### src/rtl/sccb_master_fsm.sv
// sccb_master_fsm: write-only SCCB master, start + 27 bit-slots + stop per request
module sccb_master_fsm #(
  parameter bit DC_BIT_DRIVE = 1'b0
) (
  input  logic       clk,
  input  logic       rst_n,
  input  logic       req_valid_i,
  output logic       req_ready_o,
  input  logic [6:0] req_dev_id_i,
  input  logic [7:0] req_sub_addr_i,
  input  logic [7:0] req_data_i,
  output logic       cntr_en_o,
  input  logic       tick_en_i,
  input  logic       sio_c_tgl_en_i,
  output logic       sio_c_o,
  output logic       sio_d_o,
  output logic       sio_d_oe_o,
  output logic       busy_o,
  output logic       done_o
);
  typedef enum logic [1:0] {IDLE, START, BIT, STOP} state_t;
  state_t      state;
  logic [1:0]  phase_cnt;
  logic [3:0]  bit_cnt;
  logic        half;
  logic [23:0] shreg;
  assign req_ready_o = state == IDLE;
  assign busy_o      = ~req_ready_o;
  assign cntr_en_o   = state != IDLE;
  // sequencer: SIO_D moves on tick_en, SIO_C toggles on sio_c_tgl_en; shreg MSB is the next bit
  always_ff @(posedge clk) begin
    done_o <= 1'b0;
    if (!rst_n) begin
      state      <= IDLE;
      phase_cnt  <= 2'd0;
      bit_cnt    <= 4'd0;
      half       <= 1'b0;
      shreg      <= 24'd0;
      sio_c_o    <= 1'b1;
      sio_d_o    <= 1'b1;
      sio_d_oe_o <= 1'b1;
    end else begin
      case (state)
        IDLE: begin
          sio_c_o    <= 1'b1;
          sio_d_o    <= 1'b1;
          sio_d_oe_o <= 1'b1;
          if (req_valid_i) begin
            shreg     <= {req_dev_id_i, 1'b0, req_sub_addr_i, req_data_i};
            phase_cnt <= 2'd0;
            bit_cnt   <= 4'd0;
            half      <= 1'b0;
            state     <= START;
          end
        end
        START: begin
          if (tick_en_i) sio_d_o <= 1'b0;
          else if (sio_c_tgl_en_i) begin
            sio_c_o <= 1'b0;
            half    <= 1'b0;
            state   <= BIT;
          end
        end
        BIT: begin
          if (tick_en_i && !half) begin
            sio_d_oe_o <= bit_cnt == 4'd8 ? DC_BIT_DRIVE : 1'b1;
            sio_d_o    <= bit_cnt == 4'd8 ? ~DC_BIT_DRIVE : shreg[23];
          end else if (sio_c_tgl_en_i) begin
            sio_c_o <= ~half;
            half    <= ~half;
            if (half) begin
              if (bit_cnt == 4'd8) begin
                bit_cnt   <= 4'd0;
                phase_cnt <= phase_cnt == 2'd2 ? 2'd0 : phase_cnt + 2'd1;
                if (phase_cnt == 2'd2) state <= STOP;
              end else begin
                bit_cnt <= bit_cnt + 4'd1;
                shreg   <= {shreg[22:0], 1'b0};
              end
            end
          end
        end
        STOP: begin
          if (tick_en_i) begin
            sio_d_oe_o <= 1'b1;
            sio_d_o    <= half;
          end else if (sio_c_tgl_en_i) begin
            if (half) begin
              state  <= IDLE;
              done_o <= 1'b1;
            end else begin
              sio_c_o <= 1'b1;
              half    <= 1'b1;
            end
          end
        end
        default: state <= IDLE;
      endcase
    end
  end
endmodule

### config.mk
export PLATFORM = sky130hd
export DESIGN_NAME = sccb_master_fsm
export DESIGN_NICKNAME = d
export VERILOG_FILES = /design/src/rtl/sccb_master_fsm.sv
export SDC_FILE = /design/constraint.sdc
export NUM_CORES = 1
export LEC_CHECK = 0
export ABC_AREA = 1
export BUFFER_PORTS_ARGS = -buffer_cell sky130_fd_sc_hd__buf_2
export CAP_MARGIN = 20
export CORE_MARGIN = 2
export CORE_UTILIZATION = 60
export CTS_CLUSTER_DIAMETER = 100
export DETAILED_ROUTE_END_ITERATION = 10
export PLACE_DENSITY = 0.85
export SYNTH_ARGS = -nofsm -noshare
export SYNTH_HDL_FRONTEND = slang
export SYNTH_SLANG_ARGS = --single-unit
### constraint.sdc
create_clock -name clk -period 4.5 [get_ports clk]
set_input_delay 0.675 -clock clk [delete_from_list [all_inputs] [get_ports clk]]
set_output_delay 0.675 -clock clk [all_outputs]
set_load 0.01 [all_outputs]
==> impl_metrics.ini, run 1 <==
[floorplanning]
fp-row-count = 21
start_util = 0.616
dieHeight_um = 62.1
core_um2 = 3280
dieArea_um2 = 3850
die_x_um = 62.1
io_pins = 35

[clock_network]
cts_resized = 0
clk_pin_slew_ns = 0.11
clk_latency_ns = 0.34
cts_tree = built
cts_hold_buf = 0
clock_path_buffers = 2
postCtsSetupBuffers = 0
cts_buffers = 5
htree_levels = 2
root_buffer = clkbuf_4
cts.sinks = 37

[logic_synthesis]
synth.avg_cell_area_um2 = 6.48
ys_seq_area_frac = 0.366
synthMuxAreaShare = 0
synth.cell_area_um2 = 2020
ys_ff_latch = 37
syn-num-nets = 348
synth_top_family_by_area = simple AND/OR/NAND/NOR gates
synth_fa_ha_area_frac = 0.0495
synthDistinctLibCells = 26
synth_simple_gate_area_share = 0.375
ys_warn_count = 0
synthXorXnorAreaFrac = 0.00433
synth_compound_area_frac = 0.113
syn_inst = 312

[final_layout]
final_cell_mix = nand2_1, nor2_1, dfxtp_1
n_antenna_cell = 0
fin_nets = 376
final_common_cell = nand2_1
drive_gt1_frac = 0.156
instances_no_fill = 386
syn_to_final_growth_pct = 9.47

[place]
io_buffers = 34
hpwl_mm = 2.90
place_inst = 379
routabilityCongestion = 0.880

[global_route]
grt_max_degree = 30
overflow = 0
grtUsageTotal = 0.238
antenna_found_initial = 0
grt_pass1_vias = 1638
grt_pass1_wl_mm = 6.79

[sta]
hold_viol = 0
setup_viol = 0
worstMarginPinSlew_ns = 0.416
skew_ns = 0.00923
drv_slew = 0
max_freq_mhz = 441
finalSetupTns_ns = 0
fin_crit_sh = 0.504
timing.hold.ws_ns = 0.476
layout_min_cycle_time_ns = 2.27
max_slew_margin = 0.723
rsz0062_at_grt = false

[detailed_routing]
wl_mm = 4.04
wire_per_inst_um = 10.5
antenna_left = 0
drcViolationCount = 0
dr.pass1.iters = 4
avgViaCountPerCell = 5.03
drt_iter0_drc = 90
vias = 1942

[run]
cap_violations = 0

[critical_path]
crit_top_cell = nor2_1
cp_data_arrival_time_ns = 2.50
critical-path-max-stage-delay_ns = 0.41
crit_required_ns = 4.73
cp-start-kind = flip-flop
crit_path_end_kind = flip-flop
crit_path_top_delay_cell = dfxtp_1
crit_fanout = 29
crit_chain = inv_1 > ha_1 > buf_4 > inv_2 > nand2_1 > nand3_4 > inv_4 > nor2_1 > nor2_1
crit_type = flip-flop to flip-flop

[power_and_ir_drop]
finalPower_mw = 1.64
ir_drop_mv = 0.333
leakage_nw = 1.12
power.density_nw_per_um2 = 743

[worst_hold_path]
worst_hold_path_type = flip-flop to flip-flop

[status]
outcome = finished clean
==> area by class of cell <==
| type | instances | area [µm²] |
|---|---|---|
| Clock buffer | 6 | 41.3 |
| Clock inverter | 1 | 8.76 |
| Fill cell | 325 | 1070 |
| Inverter | 24 | 92.6 |
| Multi-Input combinational cell | 237 | 1090 |
| Sequential cell | 37 | 741 |
| Tap cell | 46 | 57.6 |
| Timing Repair Buffer | 35 | 178 |
==> flip-flops by register name (all words and copies together) (netlist names) <==
signal / flops
shreg: 24
bit_cnt: 4
phase_cnt: 2
state: 2
done_o: 1
half: 1
sio_c_o: 1
sio_d_o: 1
sio_d_oe_o: 1
==> cells in the mapped netlist (all sizes together) <==
cell type / n / area (µm²)
inv: 24 / 92.6
o21ai: 34 / 170
ha: 8 / 100
nand4: 2 / 12.5
a21oi: 10 / 50.1
nor2: 68 / 273
or2: 1 / 6.26
clkbuf: 6 / 23.8
nor3: 4 / 20.0
nand3: 13 / 77.6
o21a: 1 / 7.51
dfxtp: 37 / 741
buf: 8 / 70.1
xor2: 1 / 8.76
nand2: 95 / 369
==> stage by stage <==
stage | cell area, µm² | util | worst slack [ns]
detailed placement | 2160 | 0.659 | 2.24
global route | 2210 | 0.674 | 1.95
global placement | 2160 | 0.659 | 2.33
CTS | 2210 | 0.674 | 2.21
floorplan | 2020 | - | 2.82
finish | 2210 | 0.674 | 2.23
==> power breakdown <==
part	internal, mW	total, mW	switching, mW
registers	0.464	0.536	0.0717
logic	0.315	0.942	0.627
clock network	0.0594	0.167	0.107
total	0.839	1.64	0.806
==> metal layers <==
| layer | global-route usage | wire length, µm | vias to the layer above |
|---|---|---|---|
| met3 | 0.0704 | 230 | 2 |
| met4 | 0.0760 | 24 | 0 |
| met1 | 0.307 | 1900 | 862 |
| li1 | - | - | 1028 |
| met5 | 0 | 0 | - |
| met2 | 0.381 | 1890 | 50 |
==> critical path, delay by kind of cell (launching register included) <==
kind,cells,cell delay (ns)
adder cells (fa/ha/maj),1,0.20
AND/OR/NAND/NOR,4,0.69
flip-flops,1,0.41
buffers and inverters,4,0.84
==> worst paths after layout <==
path | cells after the start | endpoint | from | slack, ns
setup / recovery | 9 | shreg[1] | state[0] | 2.23
hold / removal | 2 | sio_d_oe_o | sio_d_oe_o | 0.48
setup reg to reg | 9 | shreg[1] | state[0] | 2.23
hold reg to reg | 2 | sio_d_oe_o | sio_d_oe_o | 0.48
==> cells by family (layout without fill, tap and decap cells) <==
| group | count (synthesis) | in the layout |
|---|---|---|
| DFF | 37 | 37 |
| buffers and inverters | 38 | 66 |
| xor gates and xnor gates | 1 | 1 |
| and+or+nand+nor | 183 | 183 |
| adders and majority gates | 8 | 8 |
| AOI/OAI and AO/OA | 45 | 45 |
(Power assumes the default switching activity.)
==> run 2, diff against run 1 <==
--- a/config.mk
+++ b/config.mk
@@ -9,10 +9,10 @@
 export BUFFER_PORTS_ARGS = -buffer_cell sky130_fd_sc_hd__buf_2
 export CAP_MARGIN = 20
 export CORE_MARGIN = 2
-export CORE_UTILIZATION = 60
+export CORE_UTILIZATION = 50
 export CTS_CLUSTER_DIAMETER = 100
 export DETAILED_ROUTE_END_ITERATION = 10
-export PLACE_DENSITY = 0.85
+export PLACE_DENSITY = 0.75
 export SYNTH_ARGS = -nofsm -noshare
 export SYNTH_HDL_FRONTEND = slang
 export SYNTH_SLANG_ARGS = --single-unit
==> constraint.sdc (replaced) <==
create_clock -name clk -period 2 [get_ports clk]
set_input_delay 0.3 -clock clk [delete_from_list [all_inputs] [get_ports clk]]
set_output_delay 0.3 -clock clk [all_outputs]
set_load 0.01 [all_outputs]
==> run 2 against run 1 <==
Effect of this change: sequential cell count did not move; clock skew fell by 0.0044 ns; total power grew 140%; register-to-register slack worse by 2.0 ns; highest routed layer unchanged; sequential power increased by 130%; cell count increased by 2.1%; clock power rose to 3.2 times the previous value; wire length rose by 3.6%; die area is 19% higher; count of clock-buffer cells in the layout unchanged; global-route usage decreased by 3.8 points; non-clock buffer count grew 4.
==> impl_metrics.ini, run 2 (synthesis results as in run 1) <==
[sta]
fin_crit_sh = 0.899
hold_viol = 0
drv_slew = 0
max_freq_mhz = 556
timing.hold.ws_ns = 0.283
setup_viol = 0
finalSetupTns_ns = 0
worstMarginPinSlew_ns = 0.305
rsz0062_at_grt = false
skew_ns = 0.00484
layout_min_cycle_time_ns = 1.80
max_slew_margin = 0.797

[power_and_ir_drop]
ir_drop_mv = 0.680
power.switching_mw = 1.86
finalPower_mw = 3.95
power.density_nw_per_um2 = 1720
p_sw_frac = 0.470
internal_power_mw = 2.09
leakage_nw = 1.16
power_frac_comb = 0.558
pwr-share-seq = 0.308
clockPowerShare = 0.135

[clock_network]
cts_hold_buf = 0
cts_buffers = 5
clk_pin_slew_ns = 0.07
clk_latency_ns = 0.29
cts_resized = 0
htree_levels = 2
root_buffer = clkbuf_8
postCtsSetupBuffers = 0
cts.sinks = 37
clock_path_buffers = 2
cts_tree = built

[global_route]
antenna_found_initial = 0
grtUsageTotal = 0.200
grt_pass1_vias = 1625
overflow = 0
grt_pass1_wl_mm = 6.97
grt_max_degree = 28

[final_layout]
final_common_cell = nand2_1
fin_nets = 380
drive_gt1_frac = 0.174
top_register = shreg
ff_latch_area_um2 = 742
fillCellCount = 385
largest_reg_flops = 24
multi_input_area_um2 = 1100
n_antenna_cell = 0
syn_to_final_growth_pct = 13.4
final_cell_mix = nand2_1, nor2_1, dfxtp_1
reg_top3 = shreg x24, bit_cnt x4

[critical_path]
crit_required_ns = 2.22
crit_path_end_kind = flip-flop
cp_data_arrival_time_ns = 2.02
crit_path_top_delay_cell = dfxtp_1
crit_fanout = 7
crit_type = flip-flop to flip-flop
critical-path-max-stage-delay_ns = 0.41
cp-start-kind = flip-flop
crit_chain = inv_1 > ha_1 > inv_1 > nand2_1 > nand3_1 > nor2_4 > a21oi_1 > nand2_1 > nor2_1

[floorplanning]
core_um2 = 3940
dieHeight_um = 67.6
io_pins = 35
dieArea_um2 = 4570
fp-row-count = 23
die_x_um = 67.6
start_util = 0.513

[detailed_routing]
dr.pass1.iters = 4
wire_per_inst_um = 10.6
wl_mm = 4.18
drcViolationCount = 0
antenna_left = 0
vias = 1897
avgViaCountPerCell = 4.81
drt_iter0_drc = 116

[run]
cap_violations = 0

[place]
io_buffers = 34
hpwl_mm = 3.02
routabilityCongestion = 0.891

[status]
outcome = finished clean

[worst_hold_path]
worst_hold_path_type = input port to flip-flop
## run 2: worst max-delay path: cells and delay by family (launching register included)
| kind | cells | cell delay [ns] |
|---|---|---|
| DFF | 1 | 0.41 |
| buffers and inverters | 2 | 0.24 |
| and+or+nand+nor | 5 | 0.55 |
| AOI/OAI and AO/OA | 1 | 0.27 |
| adders and majority gates | 1 | 0.24 |
## run 2: power by group through the flow
stage               clock network [mW]  logic [mW]  registers [mW]
detailed placement                   0        2.19            1.23
CTS                              0.544        2.21            1.21
finish                           0.531        2.20            1.21
floorplan                            0        1.88            1.20
global route                     0.573        2.55            1.25
global placement                     0        2.17            1.21
## run 2: path summary, 6_finish.rpt
| path | from | end | slack, ns | cells past startpoint |
|---|---|---|---|---|
| hold reg to reg | sio_d_o | sio_d_o | 0.47 | 2 |
| hold / removal | sio_c_tgl_en_i | done_o | 0.28 | 3 |
| setup / recovery | state[1] | bit_cnt[3] | 0.20 | 9 |
| setup reg to reg | state[1] | bit_cnt[3] | 0.20 | 9 |
## run 2: area by class of cell
| class | count | share of cell area |
|---|---|---|
| Multi-Input combinational cell | 237 | 0.479 |
| Tap cell | 50 | 0.0273 |
| Clock inverter | 1 | 0.00328 |
| Timing Repair Buffer | 39 | 0.0906 |
| Clock buffer | 6 | 0.0360 |
| Inverter | 24 | 0.0404 |
| Sequential cell | 37 | 0.324 |
## run 2: metrics by stage
| stage | util | worst slack, ns | std cells | cell area [µm²] |
|---|---|---|---|---|
| floorplan | - | 0.394 | 312 | 2020 |
| global placement | 0.558 | 0.272 | 387 | 2200 |
| detailed placement | 0.558 | 0.189 | 387 | 2200 |
| CTS | 0.580 | 0.166 | 394 | 2290 |
| global route | 0.581 | 0.0335 | 394 | 2290 |
| finish | 0.581 | 0.202 | 394 | 2290 |
## run 2: routing by layer
layer,wire (µm),vias to the layer above,track usage
met1,1960,818,0.245
li1,-,1032,-
met2,1980,41,0.344
met4,57,0,0.0689
met3,187,6,0.0400
met5,0,-,0
